### src/rtl/fft32_pkg.sv
// fft32_pkg: shared constants, FSM state type and bit-reverse helper for the FFT output serializer
package fft32_pkg;
  localparam int N = 32;
  localparam int W = 14;
  localparam int IDX_W = 5;
  localparam int CNT_W = 16;
  typedef enum logic {IDLE, STREAM} state_t;
  function automatic logic [IDX_W-1:0] bitrev(input logic [IDX_W-1:0] x);
    logic [IDX_W-1:0] r;
    for (int i = 0; i < IDX_W; i++) r[i] = x[IDX_W-1-i];
    return r;
  endfunction
endpackage

### src/rtl/fft32_frame_bank.sv
// fft32_frame_bank: N x 2W frame store; clk/rst, we loads re_flat/im_flat whole, addr selects rd_re/rd_im asynchronously
module fft32_frame_bank
  import fft32_pkg::*;
(
  input  logic             clk,
  input  logic             rst,
  input  logic             we,
  input  logic [N*W-1:0]   re_flat,
  input  logic [N*W-1:0]   im_flat,
  input  logic [IDX_W-1:0] addr,
  output logic [W-1:0]     rd_re,
  output logic [W-1:0]     rd_im
);
  logic [N*W-1:0] re_q, im_q;
  always_ff @(posedge clk or posedge rst)
    if (rst) begin
      re_q <= '0;
      im_q <= '0;
    end else if (we) begin
      re_q <= re_flat;
      im_q <= im_flat;
    end
  assign rd_re = re_q[addr*W +: W];
  assign rd_im = im_q[addr*W +: W];
endmodule

### src/rtl/fft32_out_serializer.sv
// fft32_out_serializer: captures a 32-bin complex frame on frame_valid, streams one bin per out_valid/out_ready beat with out_idx/out_last, counts frame_cnt/drop_cnt; FFT32_OUT_BITREV_EN reads the bank in bit-reversed order
module fft32_out_serializer
  import fft32_pkg::*;
(
  input  logic             clk,
  input  logic             rst,
  input  logic             frame_valid,
  input  logic [N*W-1:0]   re_flat,
  input  logic [N*W-1:0]   im_flat,
  output logic             frame_ready,
  output logic             out_valid,
  input  logic             out_ready,
  output logic [W-1:0]     out_re,
  output logic [W-1:0]     out_im,
  output logic [IDX_W-1:0] out_idx,
  output logic             out_last,
  output logic [CNT_W-1:0] frame_cnt,
  output logic [7:0]       drop_cnt
);
  state_t           state_q, state_d;
  logic [IDX_W-1:0] k_q, k_d, a;
  logic [CNT_W-1:0] frame_cnt_q, frame_cnt_d;
  logic [7:0]       drop_cnt_q, drop_cnt_d;
  logic             xfer, load;
  logic [W-1:0]     rd_re, rd_im;
  assign out_valid   = state_q == STREAM;
  assign xfer        = out_valid && out_ready;
  assign out_last    = out_valid && k_q == IDX_W'(N-1);
  assign frame_ready = !out_valid || (out_last && out_ready);
  assign load        = frame_valid && frame_ready;
`ifdef FFT32_OUT_BITREV_EN
  assign a = bitrev(k_q);
`else
  assign a = k_q;
`endif
  always_comb begin
    state_d     = load ? STREAM : (xfer && out_last) ? IDLE : state_q;
    k_d         = load ? '0 : xfer ? k_q + 1'b1 : k_q;
    frame_cnt_d = frame_cnt_q + CNT_W'(xfer && out_last);
    drop_cnt_d  = drop_cnt_q + 8'(frame_valid && !frame_ready && drop_cnt_q != 8'hff);
  end
  always_ff @(posedge clk or posedge rst)
    if (rst) begin
      state_q     <= IDLE;
      k_q         <= '0;
      frame_cnt_q <= '0;
      drop_cnt_q  <= '0;
    end else begin
      state_q     <= state_d;
      k_q         <= k_d;
      frame_cnt_q <= frame_cnt_d;
      drop_cnt_q  <= drop_cnt_d;
    end
  fft32_frame_bank u_bank (
    .clk     (clk),
    .rst     (rst),
    .we      (load),
    .re_flat (re_flat),
    .im_flat (im_flat),
    .addr    (a),
    .rd_re   (rd_re),
    .rd_im   (rd_im)
  );
  assign out_re    = out_valid ? rd_re : '0;
  assign out_im    = out_valid ? rd_im : '0;
  assign out_idx   = out_valid ? a : '0;
  assign frame_cnt = frame_cnt_q;
  assign drop_cnt  = drop_cnt_q;
endmodule

### config.mk
export PLATFORM = sky130hd
export DESIGN_NAME = fft32_out_serializer
export DESIGN_NICKNAME = d
export VERILOG_FILES = /design/src/rtl/fft32_pkg.sv /design/src/rtl/fft32_frame_bank.sv /design/src/rtl/fft32_out_serializer.sv
export SDC_FILE = /design/constraint.sdc
export NUM_CORES = 2
export LEC_CHECK = 0
export CAP_MARGIN = 10
export CORE_AREA = 4 4 371 373
export CTS_CLUSTER_SIZE = 10
export DETAILED_ROUTE_END_ITERATION = 8
export DIE_AREA = 0 0 375 377
export HOLD_SLACK_MARGIN = 0.06
export PLACE_DENSITY_LB_ADDON = 0.3
export SYNTH_ARGS = -nofsm -noshare
export SYNTH_HDL_FRONTEND = slang
export SYNTH_SLANG_ARGS = --single-unit
### constraint.sdc
create_clock -name clk -period 35.4 [get_ports clk]
set_clock_uncertainty 0.2 [all_clocks]
set_input_delay 7.08 -clock clk [delete_from_list [all_inputs] [get_ports clk]]
set_output_delay 7.08 -clock clk [all_outputs]
set_load 0.02 [all_outputs]
## Word level (Yosys, flattened, before mapping)

Cells that the tools add are included.

- $mul: 1
- Add/subtract/negate cells: 3
- Shift operators: 2
- Equality and inequality tests: 2
- Mux-type cells: 7
- Bitwise logic cells: 0
- Div/mod/pow operators: 0
- Reductions and logical operators: 12
- $lt $le $gt $ge: 0

Operator list:

| cell | count |
|---|---|
| indexed part select 448 x 10 -> 14 bit | 2 |
| two-way mux 14 bit | 2 |
| adder 16 x 1 -> 16 bit | 1 |
| two-way mux 5 bit | 3 |
| adder 8 x 1 -> 8 bit | 1 |
| multiplier 5 x 3 -> 8 bit (second input constant) | 1 |
| != test 8 bit (second input constant) | 1 |
| logical AND 1 bit | 7 |
| adder 5 x 1 -> 5 bit (second input constant) | 1 |
| == test 5 bit (second input constant) | 1 |
| nonzero test 2 bit | 2 |
| logical NOT 1 bit | 2 |
| two-way mux 1 bit | 2 |
| logical OR 1 bit | 1 |

- Output and inout bits: 60
- RAM bits: 0
- Memory bits (read-only): 0
- Input port bits: 900
- Register bits: 926
- Bits in latches: 0
- Word-level logic and storage cells: 33
- Memories kept: 0

## Longest topological paths before layout

- Depth in word-level cells: 8
- Gate-level depth with buffers: 16
- Depth with buffers taken out: 11

## Cells and area by module

A second synthesis with hierarchy kept.

- Cell total of the unflattened synthesis: 3069
- Area total of the unflattened synthesis: 42428.2 um^2

Modules (own cells, without submodules):

| module | area each (um^2) | cells each | sequential area each (um^2) | instances |
|---|---|---|---|---|
| fft32_frame_bank | 40802.9 | 2907 | 22421.5 | 1 |
| fft32_out_serializer | 1625.3 | 162 | 750.7 | 1 |

## Worst setup path before layout

Ideal clock, no wire load.

- Kind: in2out
- Start: input port out_ready
- End: output port frame_ready
- Stages on the path: 3
- Setup slack: 20740 ps
- Arrival: 7380 ps
- Cells stage by stage: nand2_1 > and2_1 > inv_2

- Word-level cells in the longest chain between the ends: 2

RTL lines:

| element | RTL line | RTL |
|---|---|---|
| from (decl) | fft32_out_serializer.sv:12 | `input logic out_ready,` |
| logical AND 1 bit | fft32_out_serializer.sv:29 | `assign frame_ready = !out_valid \|\| (out_last && out_ready);` |
| logical OR 1 bit | fft32_out_serializer.sv:29 |  |
| to (decl) | fft32_out_serializer.sv:10 | `output logic frame_ready,` |

Every way passes these cells.

## Worst setup path after layout

Ends and elaborated chain as after synthesis.

==> flow_summary.yaml <==
status:
  outcome: "finished clean"
clocking:
  cts_max_path_buffers: 3
  cts_setup_buffers: 0
  clkTransAtPathRegs_ns: 0.06
  cts_resized: 0
  clock_tree.root_cell: "clkbuf_16"
  clk_latency_ns: 0.72
  clock_tree.htree_level_count: 3
  numClockSinks: 926
  numCtsBuffers: 109
  cts_hold_repair.buffers: 0
  tritoncts: "yes"
layout:
  regArea_sq_um: 23200
  highest_count_cells_in_the_layout_ignoring_fill_and_taps: "2700 x nand2_1, 959 x clkdlybuf4s50_1, 923 x dfrtp_1"
  layout_commonest_cell: "nand2_1"
  postLayoutCellArea_sq_um: 56300
  flow.area_growth_from_synthesis_pct: 33.4
  share_of_final_layout_standard_cells_stronger_than_drive_strength_1: 0.0786
  layout.filler_cells: 13300
  final_net_count: 6355
  multi_input_comb_area_sq_um: 17500
  fin_cells: 7306
worst_setup_path:
  crit_path_required_time_ns: 28.12
  worst_ep_arrival_time_ns: 8.54
  r2r_setup_slk_ns: 28.86
  worst_path_class_setup: "in2out"
  crit_fanout: 4
  critPathLaunchType: "input pin"
  worst-r2r-cell-count: 13
  critPathCaptureType: "output port"
sta:
  finalHoldViolCount: 0
  drv_slew: 0
  final_min_period_over_clock_period: 0.447
  fmax_mhz: 63.2
  timing.final.setup_violations: 0
  whs_ns: 0.265
  relSlewSlack: 0.275
  shortest_clock_period_the_worst_path_allows_after_layout_ns: 15.82
  unrepaired_setup_endpoints_after_global_routing: "no"
  worstMarginPinSlew_ns: 1.09
  tns_ns: 0
detailed_routing:
  detail_routed_via_count_per_cell: 4.85
  dr_total_vias: 35400
  route.antenna.remaining_nets: 0
  detail_route.wirelength_um: 174000
  detail_route.first_pass.iterations: 5
  drt_iter0_markers: 2976
  detail_route.wl_per_cell_um: 23.8
  detail_route.drc_violations: 0
global_route:
  grt_start_max_net_pins: 206
  grtUsageTotal: 0.239
  grt_first_pass_wirelength_um: 248000
  overflow: 0
  antenna_found_initial: 45
  vias_in_the_first_global_route: 36200
placement:
  dpl_cell_area_sq_um: 53000
  post-place-cells: 7119
  gp_congestion: 0.848
  port_buffers: 959
  place_hpwl_um: 128000
floorplanning:
  die_y_um: 377
  placementRows: 135
  io_pins: 960
  start_util: 0.314
  chipWidth_um: 375
  fp.coreArea_sq_um: 135000
  floorplan.die_area_sq_um: 141000
power_and_ir_drop:
  cellPowerDensity_nw_per_um2: 63.0
  cellLeakagePower_nw: 27.5
  totalPowerFinal_w: 0.00355
  worst_ir_drop_vdd_mv: 0.0387
logic_synthesis:
  postSynthRegisterBits: 926
  share_of_the_yosys_chip_area_belonging_to_registers: 0.549
  synthesis.area_sq_um: 42200
  mappedNetlistNets: 5529
  yosysWarnings: 0
  synth_cell_type_count: 41
  synth.avg_cell_area_sq_um: 9.14
  synthCells: 4623
min_path:
  hold-path-cell-count: 2
  holdCritPathClass: "reg2reg"
flow_run:
  drv_cap: 0
-- final timing paths --
| kind | startpoint | to |
|---|---|---|
| min in group asynchronous | rst | u_bank.im_q[226] |
| worst min register to register | u_bank.im_q[332] | u_bank.im_q[332] |
| max in group asynchronous | rst | u_bank.re_q[155] |
| worst max register to register | a[2] | u_bank.im_q[57] |
| worst max-delay path | out_ready | frame_ready |
| worst min-delay path | u_bank.im_q[332] | u_bank.im_q[332] |
-- report_power, final --
part / switching, W / internal, W
sequential: 0.0000994 / 0.00119
clock: 0.000462 / 0.000608
combinational: 0.000694 / 0.000499
-- area by class of cell --
type                    count  area share
multi-input cells        3397       0.311
clock buffers             146      0.0534
clock inverters            13     0.00444
flip-flops and latches    926       0.412
well taps                1781      0.0396
repair buffers           1013       0.179
inverters                   2    0.000267
diodes                     28     0.00124
-- sequential cells by signal (all words and copies together) (netlist names) --
name / cells
u_bank.im_q: 448
u_bank.re_q: 448
frame_cnt: 16
drop_cnt: 8
a: 5
out_valid: 1
-- cell families after synthesis --
family                     Yosys count  synth area share
AOI/OAI and AO/OA                  227            0.0393
xor gates and xnor gates            22           0.00456
adders and majority gates            6           0.00178
buffers and inverters              300            0.0381
DFF                                926             0.549
muxes                              364             0.115
and+or+nand+nor                   2778             0.253
-- per-layer routing --
| layer | vias up | track usage | routed length, um |
|---|---|---|---|
| met1 | 17500 | 0.299 | 70500 |
| li1 | 16500 | - | - |
| met4 | 28 | 0.0768 | 5040 |
| met3 | 243 | 0.0636 | 13200 |
| met2 | 1155 | 0.403 | 85200 |
| met5 | - | 0 | 192 |
-- Yosys cell counts, drive strengths merged --
| cell | count | area (sq um) |
|---|---|---|
| ha | 6 | 75.1 |
| nand4 | 2 | 12.5 |
| inv | 2 | 7.50 |
| and4 | 1 | 8.76 |
| mux4 | 85 | 1910 |
| nor3b | 1 | 7.51 |
| dfrtp | 926 | 23200 |
| or3b | 1 | 8.76 |
| clkbuf | 91 | 343 |
| a21o | 1 | 7.51 |
| buf | 207 | 1260 |
| o211ai | 28 | 210 |
| and2 | 8 | 50.1 |
| a41oi | 1 | 8.76 |
| or2 | 1 | 6.26 |
| and3 | 6 | 37.5 |
| nor3 | 30 | 275 |
| a22oi | 27 | 203 |
| o21ai | 2 | 10.0 |
| or3 | 1 | 6.26 |
| nor2 | 6 | 22.5 |
| nand2 | 2702 | 10100 |
| mux2 | 112 | 1260 |
| o22ai | 112 | 701 |
| nand3b | 1 | 7.51 |
| mux2i | 167 | 1670 |
| xnor2 | 17 | 149 |
| nand3 | 12 | 60.1 |
| nor2b | 3 | 18.8 |
| xor2 | 5 | 43.8 |
| nand2b | 3 | 18.8 |
| a221oi | 56 | 522 |
-- metrics by stage --
step | utilization | setup WS, ns
floorplan | - | 2.08
finish | 0.418 | 19.58
global route | 0.418 | 19.51
detailed placement | 0.394 | 19.58
CTS | 0.418 | 19.57
global placement | 0.394 | 19.57
-- worst max-delay path: stages --
cell and delay, ns:
clkdlybuf4s50_1 0.51, nand2_1 0.05, and2_1 0.18, inv_2 0.10, clkdlybuf4s50_1 0.62
Power figures use the tool's default switching activity.
